===== config.mk =====
export PLATFORM = sky130hd
export DESIGN_NAME = instr_loader_flat
export DESIGN_NICKNAME = d
export VERILOG_FILES = /design/src/rtl/instr_loader_if.sv /design/src/rtl/instr_loader.sv /design/src/flat_wrapper.sv
export SDC_FILE = /design/constraint.sdc
export NUM_CORES = 1
export LEC_CHECK = 0
export CAP_MARGIN = 20
export CORE_UTILIZATION = 40
export DETAILED_ROUTE_END_ITERATION = 16
export GPL_ROUTABILITY_DRIVEN = 0
export PLACE_DENSITY = 0.67
export SETUP_SLACK_MARGIN = 0.05
export SYNTH_ARGS = -nofsm -noshare
export SYNTH_HDL_FRONTEND = slang
export SYNTH_SLANG_ARGS = --single-unit

===== constraint.sdc =====
create_clock -name CLOCK -period 1.62 [get_ports CLOCK]
set_input_delay 0.486 -clock CLOCK [delete_from_list [all_inputs] [get_ports CLOCK]]
set_output_delay 0.486 -clock CLOCK [all_outputs]
set_load 0.05 [all_outputs]

===== src/rtl/instr_loader_if.sv =====
// +----------------------------------------------------------------------------+
// | instr_loader_if                                                            |
// | Byte-stream handshake and instruction-RAM write port for instr_loader.     |
// | Revision: 1.0                                                              |
// +----------------------------------------------------------------------------+
`default_nettype none

interface instr_loader_if #(
  parameter int ADDR_W = 9
);
  logic              byte_valid;
  logic [7:0]        byte_data;
  logic              byte_ready;
  logic              wr_en;
  logic [ADDR_W-1:0] wr_addr;
  logic [31:0]       wr_data;

  // master is the loader; slave is the byte source / RAM side
  modport master (
    input  byte_valid, byte_data,
    output byte_ready, wr_en, wr_addr, wr_data
  );

  modport slave (
    output byte_valid, byte_data,
    input  byte_ready, wr_en, wr_addr, wr_data
  );
endinterface

`default_nettype wire


===== src/rtl/instr_loader.sv =====
// +----------------------------------------------------------------------------+
// | instr_loader                                                               |
// | Packs a byte stream MSB-first into 32-bit words and writes them to         |
// | instruction RAM, stalling the CPU until the all-ones terminator lands.     |
// | Revision: 1.0                                                              |
// +----------------------------------------------------------------------------+
`default_nettype none

module instr_loader #(
  parameter int DEPTH  = 512,
  parameter int ADDR_W = 9
) (
  input  wire logic        CLOCK,
  input  wire logic        RESET_N,
  input  wire logic        start,
  instr_loader_if.master   bus,
  output logic [ADDR_W:0]  word_count,
  output logic             load_done,
  output logic             overflow,
  output logic             cpu_hold
);

  localparam logic [31:0]       c_TERMINATOR = 32'hFFFF_FFFF;
  localparam logic [ADDR_W-1:0] c_LAST_ADDR  = ADDR_W'(DEPTH - 1);

  generate
    if (ADDR_W != $clog2(DEPTH)) begin : g_param_check
      $error("instr_loader: ADDR_W must equal log2(DEPTH)");
    end
  endgenerate

  typedef enum logic [1:0] {
    S_IDLE  = 2'd0,
    S_LOAD  = 2'd1,
    S_DONE  = 2'd2,
    S_ERROR = 2'd3
  } state_t;

  state_t            r_state;
  state_t            w_next_state;
  logic [1:0]        r_byte_idx;
  logic [23:0]       r_shift;
  logic              r_wr_en;
  logic [ADDR_W-1:0] r_wr_addr;
  logic [31:0]       r_wr_data;
  logic [ADDR_W:0]   r_word_count;
  logic              w_ready;
  logic              w_hs;

  assign w_ready = (r_state == S_LOAD);
  assign w_hs    = bus.byte_valid & w_ready;

  always_ff @(posedge CLOCK or negedge RESET_N) begin
    if (!RESET_N) begin
      r_state <= S_IDLE;
    end else begin
      r_state <= w_next_state;
    end
  end

  // The end-of-load decision is taken on the edge that closes the write cycle
  always_comb begin
    w_next_state = r_state;
    if (start) begin
      w_next_state = S_LOAD;
    end else if (r_state == S_LOAD && r_wr_en) begin
      if (r_wr_data == c_TERMINATOR) begin
        w_next_state = S_DONE;
      end else if (r_wr_addr == c_LAST_ADDR) begin
        w_next_state = S_ERROR;
      end
    end
  end

  always_ff @(posedge CLOCK or negedge RESET_N) begin
    if (!RESET_N) begin
      r_byte_idx   <= 2'd0;
      r_shift      <= 24'd0;
      r_wr_en      <= 1'b0;
      r_wr_addr    <= '0;
      r_wr_data    <= 32'd0;
      r_word_count <= '0;
    end else begin
      r_wr_en <= 1'b0;
      if (start) begin
        // start outranks a coincident byte, which is dropped with any partial word
        r_byte_idx   <= 2'd0;
        r_shift      <= 24'd0;
        r_word_count <= '0;
      end else if (w_hs) begin
        r_shift    <= {r_shift[15:0], bus.byte_data};
        r_byte_idx <= r_byte_idx + 2'd1;
        if (r_byte_idx == 2'd3) begin
          r_wr_en      <= 1'b1;
          r_wr_addr    <= r_word_count[ADDR_W-1:0];
          r_wr_data    <= {r_shift, bus.byte_data};
          r_word_count <= r_word_count + 1'b1;
        end
      end
    end
  end

  assign bus.byte_ready = w_ready;
  assign bus.wr_en      = r_wr_en;
  assign bus.wr_addr    = r_wr_addr;
  assign bus.wr_data    = r_wr_data;
  assign word_count     = r_word_count;
  assign load_done      = (r_state == S_DONE);
  assign overflow       = (r_state == S_ERROR);
  assign cpu_hold       = (r_state == S_LOAD) || (r_state == S_ERROR);

endmodule

`default_nettype wire


===== src/flat_wrapper.sv =====
// flat-port wrapper written by rule: the top's interface ports become plain ports
module instr_loader_flat 
#(
  parameter int DEPTH  = 512,
  parameter int ADDR_W = 9
)
  (CLOCK, RESET_N, start, word_count, load_done, overflow, cpu_hold, bus_byte_valid, bus_byte_data, bus_byte_ready, bus_wr_en, bus_wr_addr, bus_wr_data);
  instr_loader_if #(.ADDR_W(ADDR_W)) bus_i ();
  input  wire logic CLOCK;
  input  wire logic RESET_N;
  input  wire logic start;
  output logic [ADDR_W:0] word_count;
  output logic load_done;
  output logic overflow;
  output logic cpu_hold;
  input wire logic [$bits(bus_i.byte_valid)-1:0] bus_byte_valid;
  input wire logic [$bits(bus_i.byte_data)-1:0] bus_byte_data;
  output wire logic [$bits(bus_i.byte_ready)-1:0] bus_byte_ready;
  output wire logic [$bits(bus_i.wr_en)-1:0] bus_wr_en;
  output wire logic [$bits(bus_i.wr_addr)-1:0] bus_wr_addr;
  output wire logic [$bits(bus_i.wr_data)-1:0] bus_wr_data;
  assign bus_i.byte_valid = bus_byte_valid;
  assign bus_i.byte_data = bus_byte_data;
  assign bus_byte_ready = bus_i.byte_ready;
  assign bus_wr_en = bus_i.wr_en;
  assign bus_wr_addr = bus_i.wr_addr;
  assign bus_wr_data = bus_i.wr_data;
  instr_loader #(.DEPTH(DEPTH), .ADDR_W(ADDR_W)) u_core (.CLOCK(CLOCK), .RESET_N(RESET_N), .start(start), .bus(bus_i), .word_count(word_count), .load_done(load_done), .overflow(overflow), .cpu_hold(cpu_hold));
endmodule

Yosys cells after proc, flatten, opt, wreduce, memory -nomap -nowiden
Cells that the tools add are included.

word-level totals
  output and inout bits = 56
  flip-flop bits (word level) = 80

operators by class
  bitwise operators = 2
  mux-type cells = 14
  $add $sub $neg = 2
  equality and inequality tests = 6
  reduce and logical (&&, ||, !) cells = 9

operators with widths
  cell                                           count
  2-to-1 mux 24 bit                              2
  == test 32 bit, second input constant          1
  2-to-1 mux 10 bit                              3
  2-to-1 mux 2 bit                               6
  adder 10 x 1 -> 10 bit, second input constant  1
  == test 9 bit, second input constant           1
  == test 2 bit, second input constant           3
  nonzero test 2 bit                             3
  AND reduction 2 bit                            2
  2-to-1 mux 1 bit                               3
  AND reduction 3 bit                            1
  nonzero test 3 bit                             1
  adder 2 x 1 -> 2 bit, second input constant    1
  == test 2 x 1 -> 1 bit, second input constant  1
  AND 1 bit                                      1
  logical AND 1 bit                              1
  logical OR 1 bit                               1
  NOT 1 bit                                      1

Depth between registers and ports, before layout
  depth after elaboration = 5
  depth in mapped cells = 6
  depth with buffers taken out = 5

Worst setup path after synthesis
No wires, ideal clock.

  path kind = reg2reg
  from = register u_core.r_state[0]
  to = register u_core.r_shift[10]
  data required time = 1.483 ns
  arrival time = 1.398 ns
  path slack = 0.085 ns
  path buffers = 1
  stages on the path, launching flop included = 6
  library setup time = 0.137 ns
  clock period less this slack = 1.535 ns
  path through = dfrtp_1 > nor2b_4 > nand2_1 > clkbuf_1 > nand2_1 > a21oi_2

on the way
  word-level cells in the longest chain between the ends = 3

RTL lines
  item                          line                text
  start: declaration            instr_loader.sv:39  state_t r_state;
  start signal: assignment      instr_loader.sv:57  r_state <= w_next_state;
  == test 2 x 1 -> 1 bit        instr_loader.sv:50  assign w_ready = (r_state == S_LOAD);
  net bus_byte_ready            flat_wrapper.sv:18  output wire logic [$bits(bus_i.byte_ready)-1:0] bus_byte_ready;
  AND 1 bit                     instr_loader.sv:51  assign w_hs = bus.byte_valid & w_ready;
  nonzero test 2 bit (no line)  -
  end signal: assignment        instr_loader.sv:91  r_shift <= {r_shift[15:0], bus.byte_data};
  end: declaration              instr_loader.sv:42  logic [23:0] r_shift;

The timed path passes the listed nets, and every way through them passes these cells.
A chain may end at the register's enable or synchronous reset.

Final worst setup path
  from = register u_core.r_state[1]
  to = output load_done

on the way
  word-level cells in the longest chain between the ends = 1

RTL lines
  item              line                 text
  == test 2 bit     instr_loader.sv:108  assign load_done = (r_state == S_DONE);
  end: declaration  flat_wrapper.sv:13   output logic load_done;

No other way between the ends.

==> run summary <==
From bottom edge to top edge, the die measures about 94 um. Buffers placed on the I/O ports in this run total 67. The share of post-route cells with drive strength above 1 came out at between 40% and 50%. Walking the worst path, the cells encountered are buf_6 -> and2b_2 -> buf_12. The final setup skew came out at between 6 and 7 ps. STA classifies the critical path endpoint as an output pin. The DRC violations left is 0. The first-iteration detailed-routing DRC count is 151. The first global-routing pass estimated between 10000 and 15000 um of wire. The count of distinct cell types in the synthesized netlist is 37.

For this design the top-level I/O count stands at just under 70. Buffers inserted to repair hold after CTS numbered 0. The site row count came out at 33. The setup slack after layout is -85.2 ps. In this design, the stage delay of the slowest critical-path cell is about 390 ps. For the pin with the worst max-slew slack, the measured transition is around 360 ps. The final max-slew violation count is 0.

The number of global-route vias before repair came to 2700. The initial antenna violation count was 0. The deepest level of the CTS H-tree came out at 3.

The tightest hold path in the finished design has a slack of between 30 and 40 ps. The detailed-route wire length is 8740 um. Global routing consumed, on the met2 layer, between 30% and 40% of the routing resources. Across the VDD grid, the largest voltage drop is between 500 and 600 uV. The sequential share of the synthesized area is 58.6%.

The cell chosen for the clock root is clkbuf_8. The number of buffers created by CTS came out at 9. The peak-usage layer in the global routing report is met2. The final layout contains roughly 390 nets. After clock tree synthesis, the clock-pin slew on the worst setup and hold paths is roughly 80 ps. The number of non-filler instances in the completed layout is 490. The final number of setup-violating endpoints is 3. The number of nets in the synthesized netlist came out at 293.

The area fraction of the dominant cell type after synthesis is between 50% and 60%. The met3 track demand over resource in global routing came out at 2.58%. The initial standard-cell utilization of the core is approximately two fifths. The yosys synthesis warning count came out at 0. Compared with the post-synthesis result, the final layout area differs by 63.7%. The average instance area after synthesis is 12.2 um^2. After layout, the minimum clock period comes to 1710 ps. The first-pass iteration count of the detailed router is 4. The area enclosed by the die boundary is 8920 um^2. The worst endpoint data arrival time is between 1000 and 1500 ps. The areal power density over the cells came out at roughly 860 nW/um^2.

By area the synthesized netlist is led by dfrtp_1 (59%), mux2_2 (14%), nand2_1 (6.4%). The run finished, with violations left. The final critical-path share of the clock period came out at 105%.

The number of sinks handled by clock tree synthesis came out at 80. The data required time at the worst endpoint came out at around 1100 ps. The count of flip-flops with a built-in enable after synthesis is 0.

The largest net degree at the start of global routing came out at 33. In the global route stage, overall resource usage came out at 21.4%. By instance count, the leading cell after synthesis is dfrtp_1. TritonCTS built the clock tree. The number of nets with antenna violations after routing is 0. For this run the aggregate overflow at the end of global routing stands at 0. The detailed placer's ending HPWL came out at about 5500 um. After synthesis the cells add up to around 3400 um^2.

The final-report hold violation count came out at 0. The final reports fail on negative setup slack. Based on the critical path, the design can be clocked at up to between 500 and 600 MHz. Setup repair after global routing could not meet its margin everywhere. The nature of the critical path startpoint is a register. The most used flip-flop cell after synthesis is dfrtp_1.

The via count normalized by instance count came out at around 5.2. The biggest area consumer among synthesized cells is dfrtp_1. The leakage power of the design came out at 2.51 nW. Synthesis produced a netlist whose cell count is around 280. The number of maximum-capacitance constraint violations is 0. The worst slack at placement came out at -400 ps.

After synthesis the netlist holds a flip-flop and latch count of 80. Once placement completed, the tool counted placed cells totaling approximately 460. The maximum root-to-sink buffer count came out at 2.

The final routed wire length divided by cell count came out at between 15 and 20 um. After synthesis, the most frequently instantiated cells are dfrtp_1 (80), nand2_1 (58), mux2_2 (41). The highest net fanout along the worst path came out at 4. The share of synthesized flip-flops with an asynchronous set or reset came out at 100%. The floorplan core area came out at slightly above 8000 um^2. The relative max-transition margin came out at roughly 76%. The largest individual stage delay along the critical path comes from the cell dfrtp_1. The vias after detailed routing is ~2.6k. The die width is ~94 um.

The critical path is of the register to output pin type. The total inserted antenna cells is 0. The met1 capacity usage during global routing came out at between 20 and 30%. The latest clock arrival within the worst-skew pair is around 350 ps. In this run the worst hold path is classified as primary input to async pin.
-- area by class of cell --
type | count | area, um^2
Tap cell | 105 | 131
Clock buffer | 12 | 155
Clock inverter | 4 | 98.8
Multi-Input combinational cell | 183 | 1490
Sequential cell | 80 | 2010
Fill cell | 573 | 2670
Timing Repair Buffer | 106 | 1720
-- registers in the layout, indices dropped and copies added, names as in the netlist --
name,cells
u_core.bus.wr_data,32
u_core.r_shift,24
u_core.word_count,10
u_core.bus.wr_addr,9
u_core.r_byte_idx,2
u_core.r_state,2
u_core.bus.wr_en,1
-- per-stage QoR --
step / power (W) / cell area (um^2) / utilization [%] / setup TNS (ps)
final: 0.00479 / 5590 / 67.7 / -170
after global routing: 0.00492 / 5590 / 67.7 / -1160
after CTS: 0.00481 / 5520 / 66.8 / -267
after detailed placement: 0.00295 / 4930 / 59.7 / -22610
after global placement: 0.00293 / 4930 / 59.7 / -19840
after floorplan: 0.00250 / 3420 / - / 0
-- path summary, 6_finish.rpt --
kind / start / to / slack, ps / depth (start not counted)
max: u_core.r_state[1]$_DFFE_PN0P_ / load_done / -90 / 3
min in group CLOCK: start / u_core.word_count[9]$_DFFE_PN0P_ / 460 / 2
min: RESET_N / u_core.bus.wr_addr[4]$_DFFE_PN0P_ / 30 / 1
min reg2reg: u_core.r_shift[18]$_DFFE_PN0P_ / u_core.bus.wr_data[26]$_DFFE_PN0P_ / 510 / 1
max in group asynchronous: RESET_N / u_core.word_count[0]$_DFFE_PN0P_ / 1100 / 2
max reg2reg: u_core.r_state[1]$_DFFE_PN0P_ / u_core.bus.wr_data[9]$_DFFE_PN0P_ / 10 / 6
-- what timing repair did --
action,in CTS,in global routing
gates resized for setup,50,15
endpoints found under the setup margin,51,54
pin swaps,1,4
endpoints found under the hold margin,0,0
setup buffers,10,0
gates cloned,2,1
-- cell families after synthesis --
| kind of cell | after synthesis | synth area share, % |
|---|---|---|
| compound gates | 34 | 6.19 |
| xor+xnor | 9 | 2.31 |
| fa+ha+maj | 2 | 0.732 |
| buf+inv | 16 | 3.95 |
| flops | 80 | 58.6 |
| mux | 41 | 13.5 |
| simple gates | 97 | 14.7 |
-- placed cells by master (no fill, tap or decap), drive strengths merged, types with 2 or more instances in the layout --
cell type and n:
a21oi 28, and2 3, and4 2, buf 96
bufinv 3, clkbuf 13, clkdlybuf4s50 8, dfrtp 80
ha 2, mux2 41, nand2 58, nand3 3
nand4 9, nor2 11, nor4 3, o2111ai 2
xnor2 4, xor2 5
-- where the power goes --
group | switching [W] | total, W | internal [W] | leakage (nW)
Sequential | 0.0000911 | 0.00217 | 0.00208 | 1.10
Combinational | 0.000394 | 0.000791 | 0.000398 | 1.28
Clock | 0.000717 | 0.00183 | 0.00111 | 0.127
-- layer usage --
metal	share of wire [%]	vias to the layer above
met2	51	58
met5	0	-
met1	44	1328
met4	2.4	0
li1	-	1167
met3	2.6	17
-- worst max-delay path: cells and delay by family (launching register included) --
kind,cells,cell delay (ps)
DFF,1,390
buffers and inverters,2,280
and+or+nand+nor,1,200
Power figures use the tool's default switching activity.
